<file path="config.mk">
export PLATFORM = sky130hd
export DESIGN_NAME = msk_frame_sync
export DESIGN_NICKNAME = d
export VERILOG_FILES = /design/src/rtl/msk_frame_sync.sv
export SDC_FILE = /design/constraint.sdc
export NUM_CORES = 1
export LEC_CHECK = 0
export CAP_MARGIN = 20
export CORE_MARGIN = 4
export CORE_UTILIZATION = 45
export DETAILED_ROUTE_END_ITERATION = 10
export MAX_ROUTING_LAYER = met4
export SLEW_MARGIN = 20
export SYNTH_ARGS = -nofsm -noshare
export SYNTH_HDL_FRONTEND = slang
export SYNTH_SLANG_ARGS = --single-unit
</file>
<file path="constraint.sdc">
create_clock -name clk -period 7.21 [get_ports clk]
set_clock_uncertainty 0.05 [all_clocks]
set_input_delay 1.0815 -clock clk [delete_from_list [all_inputs] [get_ports clk]]
set_output_delay 1.0815 -clock clk [all_outputs]
set_load 0.1 [all_outputs]
</file>
<file path="src/rtl/msk_frame_sync.sv">
// Bit-stream frame synchronizer: Hamming-tolerant sync search, byte de-framing, flywheel lock.
// Optional inverted-polarity sync acceptance is enabled by defining MSK_FSYNC_INV_EN.
module msk_frame_sync #(
  parameter int unsigned        SYNC_W        = 32,
  parameter logic [SYNC_W-1:0]  SYNC_WORD     = SYNC_W'(32'h1ACFFC1D),
  parameter int unsigned        MAX_ERR       = 2,
  parameter int unsigned        PAYLOAD_BYTES = 32,
  parameter int unsigned        LOCK_MISS     = 3
) (
  input  logic        clk,
  input  logic        rst,
  input  logic        data_i,
  input  logic        data_val_i,
  output logic [7:0]  byte_o,
  output logic        byte_val_o,
  output logic        sof_o,
  output logic        eof_o,
  output logic        sync_det_o,
  output logic        frame_err_o,
  output logic        locked_o,
  output logic        inverted_o,
  output logic [15:0] frame_cnt_o
);

  localparam int unsigned DIST_W = $clog2(SYNC_W + 1);
  localparam int unsigned CHK_W  = $clog2(SYNC_W);

  typedef enum logic [1:0] {
    ST_SEARCH  = 2'd0,
    ST_PAYLOAD = 2'd1,
    ST_CHECK   = 2'd2
  } state_t;

  function automatic logic [DIST_W-1:0] popcount(input logic [SYNC_W-1:0] v);
    logic [DIST_W-1:0] c;
    c = '0;
    for (int i = 0; i < SYNC_W; i++) c = c + DIST_W'(v[i]);
    return c;
  endfunction

  state_t             r_state, w_state_nxt;
  logic [SYNC_W-1:0]  r_sr, w_sr_nxt;
  logic [2:0]         r_bit_cnt, w_bit_cnt_nxt;
  logic [7:0]         r_byte_cnt, w_byte_cnt_nxt;
  logic [CHK_W-1:0]   r_chk_cnt, w_chk_cnt_nxt;
  logic [3:0]         r_miss_cnt, w_miss_cnt_nxt;
  logic [6:0]         r_byte_sh, w_byte_sh_nxt;
  logic [7:0]         r_byte, w_byte_nxt;
  logic               r_byte_val, w_byte_val_nxt;
  logic               r_sof, w_sof_nxt;
  logic               r_eof, w_eof_nxt;
  logic               r_sync_det, w_sync_det_nxt;
  logic               r_frame_err, w_frame_err_nxt;
  logic               r_locked, w_locked_nxt;
  logic [15:0]        r_frame_cnt, w_frame_cnt_nxt;

  logic [SYNC_W-1:0]  w_pattern;
  logic [DIST_W-1:0]  w_dist;
  logic               w_match_n;
  logic               w_match_i;
  logic               w_inv;
  logic               w_bit;
  logic               w_search_hit;
  logic               w_chk_match;

  // Distance of the window that includes the bit currently on data_i
  assign w_pattern    = {r_sr[SYNC_W-2:0], data_i};
  assign w_dist       = popcount(w_pattern ^ SYNC_WORD);
  assign w_match_n    = (w_dist <= DIST_W'(MAX_ERR));
  assign w_bit        = data_i ^ w_inv;
  assign w_search_hit = (r_state == ST_SEARCH) && data_val_i && (w_match_n || w_match_i);
  assign w_chk_match  = w_inv ? w_match_i : w_match_n;

`ifdef MSK_FSYNC_INV_EN
  logic r_inverted;

  // Inverted distance is the complement count; normal polarity wins a tie
  assign w_match_i = ((DIST_W'(SYNC_W) - w_dist) <= DIST_W'(MAX_ERR));

  always_ff @(posedge clk or posedge rst) begin
    if (rst)               r_inverted <= 1'b0;
    else if (w_search_hit) r_inverted <= ~w_match_n;
  end

  assign w_inv = r_inverted;
`else
  assign w_match_i = 1'b0;
  assign w_inv     = 1'b0;
`endif

  assign inverted_o = w_inv;

  always_ff @(posedge clk or posedge rst) begin
    if (rst) r_state <= ST_SEARCH;
    else     r_state <= w_state_nxt;
  end

  // Next-state and next-output logic
  always_comb begin
    w_state_nxt     = r_state;
    w_sr_nxt        = r_sr;
    w_bit_cnt_nxt   = r_bit_cnt;
    w_byte_cnt_nxt  = r_byte_cnt;
    w_chk_cnt_nxt   = r_chk_cnt;
    w_miss_cnt_nxt  = r_miss_cnt;
    w_byte_sh_nxt   = r_byte_sh;
    w_byte_nxt      = r_byte;
    w_byte_val_nxt  = 1'b0;
    w_sof_nxt       = 1'b0;
    w_eof_nxt       = 1'b0;
    w_sync_det_nxt  = 1'b0;
    w_frame_err_nxt = r_frame_err;
    w_locked_nxt    = r_locked;
    w_frame_cnt_nxt = r_frame_cnt;

    if (data_val_i) w_sr_nxt = w_pattern;

    case (r_state)
      ST_SEARCH: begin
        if (w_search_hit) begin
          w_state_nxt     = ST_PAYLOAD;
          w_sync_det_nxt  = 1'b1;
          w_locked_nxt    = 1'b1;
          w_frame_err_nxt = 1'b0;
          w_miss_cnt_nxt  = '0;
          w_frame_cnt_nxt = r_frame_cnt + 16'd1;
          w_bit_cnt_nxt   = '0;
          w_byte_cnt_nxt  = '0;
        end
      end

      ST_PAYLOAD: begin
        if (data_val_i) begin
          w_byte_sh_nxt = {r_byte_sh[5:0], w_bit};
          w_bit_cnt_nxt = r_bit_cnt + 3'd1;
          if (r_bit_cnt == 3'd7) begin
            w_byte_nxt     = {r_byte_sh, w_bit};
            w_byte_val_nxt = 1'b1;
            w_sof_nxt      = (r_byte_cnt == 8'd0);
            w_eof_nxt      = (r_byte_cnt == 8'(PAYLOAD_BYTES - 1));
            if (r_byte_cnt == 8'(PAYLOAD_BYTES - 1)) begin
              w_state_nxt    = ST_CHECK;
              w_byte_cnt_nxt = '0;
              w_chk_cnt_nxt  = '0;
            end else begin
              w_byte_cnt_nxt = r_byte_cnt + 8'd1;
            end
          end
        end
      end

      ST_CHECK: begin
        if (data_val_i) begin
          w_chk_cnt_nxt = r_chk_cnt + CHK_W'(1);
          if (r_chk_cnt == CHK_W'(SYNC_W - 1)) begin
            w_bit_cnt_nxt  = '0;
            w_byte_cnt_nxt = '0;
            if (w_chk_match) begin
              w_state_nxt     = ST_PAYLOAD;
              w_sync_det_nxt  = 1'b1;
              w_miss_cnt_nxt  = '0;
              w_frame_err_nxt = 1'b0;
              w_frame_cnt_nxt = r_frame_cnt + 16'd1;
            end else if ((r_miss_cnt + 4'd1) == 4'(LOCK_MISS)) begin
              w_state_nxt    = ST_SEARCH;
              w_locked_nxt   = 1'b0;
              w_miss_cnt_nxt = '0;
            end else begin
              w_state_nxt     = ST_PAYLOAD;
              w_miss_cnt_nxt  = r_miss_cnt + 4'd1;
              w_frame_err_nxt = 1'b1;
            end
          end
        end
      end

      default: w_state_nxt = ST_SEARCH;
    endcase
  end

  always_ff @(posedge clk or posedge rst) begin
    if (rst) begin
      r_sr        <= '0;
      r_bit_cnt   <= '0;
      r_byte_cnt  <= '0;
      r_chk_cnt   <= '0;
      r_miss_cnt  <= '0;
      r_byte_sh   <= '0;
      r_byte      <= '0;
      r_byte_val  <= 1'b0;
      r_sof       <= 1'b0;
      r_eof       <= 1'b0;
      r_sync_det  <= 1'b0;
      r_frame_err <= 1'b0;
      r_locked    <= 1'b0;
      r_frame_cnt <= '0;
    end else begin
      r_sr        <= w_sr_nxt;
      r_bit_cnt   <= w_bit_cnt_nxt;
      r_byte_cnt  <= w_byte_cnt_nxt;
      r_chk_cnt   <= w_chk_cnt_nxt;
      r_miss_cnt  <= w_miss_cnt_nxt;
      r_byte_sh   <= w_byte_sh_nxt;
      r_byte      <= w_byte_nxt;
      r_byte_val  <= w_byte_val_nxt;
      r_sof       <= w_sof_nxt;
      r_eof       <= w_eof_nxt;
      r_sync_det  <= w_sync_det_nxt;
      r_frame_err <= w_frame_err_nxt;
      r_locked    <= w_locked_nxt;
      r_frame_cnt <= w_frame_cnt_nxt;
    end
  end

  assign byte_o      = r_byte;
  assign byte_val_o  = r_byte_val;
  assign sof_o       = r_sof;
  assign eof_o       = r_eof;
  assign sync_det_o  = r_sync_det;
  assign frame_err_o = r_frame_err;
  assign locked_o    = r_locked;
  assign frame_cnt_o = r_frame_cnt;

endmodule

</file>
==> flow_metrics.env <==
export IMPL_final_area_mm2=0.00546
export IMPL_dieWidth_um=111
export IMPL_report_final_slew_viol_count=0
export IMPL_cts_sinks=90
export IMPL_initial_core_util=0.465
export IMPL_via_per_inst=5.31
export IMPL_route_detailed_drc=0
export IMPL_track_usage=0.162
export IMPL_placed_cells=600
export IMPL_wl_um=9220
export IMPL_post_cts_buffers=0
export IMPL_cp_max_fo=17
export IMPL_place_congestion=0.792
export IMPL_layout_common_cells="dfrtp_1 (90), nand2_1 (57), inv_1 (55), clkdlybuf4s50_1 (32), mux2_2 (25)"
export IMPL_cp_required_ns=7.38
export IMPL_nFillCells=929
export IMPL_setup_tns_final_ns=0
export IMPL_ys_ff_latch=90
export IMPL_setup_violations=0
export IMPL_fmax_ghz=0.151
export IMPL_relSlewSlack=0.340
export IMPL_clkTransAtPathRegs_ns=0.09
export IMPL_cts_hold_fix_buffers=0
export IMPL_insertion_delay_ns=0.35
export IMPL_fin_cells=616
export IMPL_die_y_um=111
export IMPL_dieArea_mm2=0.0124
export IMPL_grt_use_met1=0.212
export IMPL_tightest_slew_ns=0.987
export IMPL_hpwl_um=6530
export IMPL_met3_usage=0.0326
export IMPL_ctsResizeCount=0
export IMPL_min_period_over_period=0.921
export IMPL_rows=37
export IMPL_grt_busiest_layer="met2"
export IMPL_avgRoutedWirePerCell_um=15.0
export IMPL_crit_path_end_kind="register"
export IMPL_critPathLaunchType="primary input"
export IMPL_status="finished, final reports clean"
export IMPL_clk_path_buf_depth=2
export IMPL_core_area_mm2=0.0104
export IMPL_synth_flop_cell="dfrtp_1"
export IMPL_netlist_area_mm2=0.00482
export IMPL_dp_slack_ns=0.144
export IMPL_tritoncts="built"
export IMPL_ys_types=54
export IMPL_syn_to_final_growth_pct=13.2
export IMPL_multi_input_area_mm2=0.00226
export IMPL_worst_slack_ns=0.568
export IMPL_vias=3273
export IMPL_postSynthCellCount=446
export IMPL_syn_nets=490
export IMPL_final_nets=519
export IMPL_diodes=0
export IMPL_cts_made_buffers=9
export IMPL_drtAntennaViolNets=0
export IMPL_register_area_mm2=0.00225
export IMPL_synth_edf_count=0
export IMPL_antenna_found_initial=0
export IMPL_hold_violations=0
export IMPL_port_buffers=33
export IMPL_io_pins=35
export IMPL_maxCapViolCount=0
export IMPL_yosys_warnings=0
export IMPL_firstDrtPassIters=4
export IMPL_avgSynthCellArea_um2=10.8
export IMPL_period_needed_ns=6.64
export IMPL_crit_arrival_ns=6.82
export IMPL_grt_pass1_wl_um=16000
export IMPL_rsz0062_at_grt="false"
export IMPL_crit_type="primary input to register"
export IMPL_grt_start_max_net_pins=76
export IMPL_gr_usage_met2=0.255
export IMPL_final_common_cell="dfrtp_1"
export IMPL_synth_seq_area_share=0.467
export IMPL_placed_cell_area_mm2=0.00525
export IMPL_cts_max_level=3
export IMPL_drive_gt1_frac=0.108
export IMPL_worstHoldPathType="register to register"
export IMPL_async_flop_share=1.00
export IMPL_overflow=0
export IMPL_clock_root_buffer="clkbuf_8"
export IMPL_grt_pass1_vias=3252
export IMPL_drtIter0Drc=136
[cell type report]
cell class	instances	share of cell area
Clock buffer	11	0.0241
Clock inverter	5	0.0144
Inverter	56	0.0388
Multi-Input combinational cell	282	0.415
Sequential cell	90	0.413
Tap cell	136	0.0312
Timing Repair Buffer	36	0.0637
[per-layer routing]
layer / vias to the layer above / wire, µm
met4: 0 / 88
met2: 42 / 4460
li1: 1577 / -
met1: 1644 / 4410
met5: - / 0
met3: 10 / 249
[sequential cells by signal, indices dropped and copies added, names as in the netlist]
register and cells:
byte_o 8, byte_val_o 1, eof_o 1, frame_cnt_o 16
frame_err_o 1, locked_o 1, r_bit_cnt 3, r_byte_cnt 8
r_byte_sh 7, r_chk_cnt 5, r_miss_cnt 4, r_sr 31
r_state 2, sof_o 1, sync_det_o 1
[through the flow]
stage	hold slack (ns)	utilization
CTS	0.425	0.526
finish	0.415	0.526
floorplan	0.383	-
global placement	0.399	0.506
global route	0.449	0.526
detailed placement	0.404	0.506
[logic make-up (layout without fill, tap and decap cells)]
logic type | count (synthesis) | in the layout | share of synthesized area
AND/OR/NAND/NOR | 133 | 133 | 0.142
flip-flops | 90 | 90 | 0.467
buffers and inverters | 74 | 108 | 0.0626
AO/OA/AOI/OAI | 68 | 68 | 0.100
adder cells (fa/ha/maj) | 40 | 40 | 0.141
multiplexers | 25 | 25 | 0.0584
XOR/XNOR | 15 | 15 | 0.0273
other | 1 | 1 | 0.000778
[worst paths after layout]
kind                              start             to  slack (ns)  cells past startpoint
min in group asynchronous           rst      byte_o[7]        0.92                      2
setup / recovery                 data_i  r_byte_cnt[3]        0.57                     17
setup reg to reg                r_sr[0]  r_byte_cnt[3]        1.24                     17
max in group asynchronous           rst        r_sr[4]        4.97                      3
hold reg to reg            r_byte_sh[6]      byte_o[7]        0.42                      2
hold / removal             r_byte_sh[6]      byte_o[7]        0.42                      2
[synthesized netlist by cell type, types with 2 or more instances]
cell type / n / area (µm²)
and2_1: 3 / 18.8
o41ai_1: 2 / 17.5
dfrtp_1: 90 / 2250
o311ai_0: 4 / 35.0
o221ai_1: 2 / 17.5
a31o_2: 2 / 17.5
a211o_1: 3 / 26.3
inv_1: 56 / 210
clkbuf_1: 12 / 45.0
a22o_1: 3 / 26.3
ha_1: 16 / 200
a31oi_1: 8 / 50.1
nand4_1: 10 / 62.6
nor3b_1: 2 / 15.0
xor2_1: 6 / 52.6
o31ai_1: 3 / 22.5
nor2b_1: 5 / 31.3
o21ai_0: 23 / 115
nor4b_1: 2 / 17.5
nand2b_1: 5 / 31.3
nor3_1: 9 / 45.0
xnor2_1: 9 / 78.8
a21oi_1: 5 / 25.0
a32o_1: 2 / 20.0
a211oi_1: 3 / 22.5
mux2_2: 25 / 282
nor2_1: 8 / 30.0
buf_1: 2 / 7.51
fa_1: 24 / 480
nand4b_1: 3 / 26.3
and3_1: 6 / 37.5
nand3_1: 14 / 70.1
and4_1: 2 / 17.5
nand2_1: 57 / 214
[critical path, stage by stage]
cell and delay, ns:
clkdlybuf4s50_1 0.49, fa_1 0.58, fa_1 0.43, fa_1 0.49, inv_1 0.05, fa_1 0.47, fa_1 0.51, inv_1 0.05
fa_1 0.42, inv_1 0.06, ha_1 0.15, inv_1 0.05, fa_1 0.37, a211o_1 0.29, a2111o_1 0.69, a211oi_1 0.48
a31oi_1 0.15
Power is left out: the tool's default activity adds up to more than one toggle a clock period on the data nets, which glitch-free logic cannot reach.
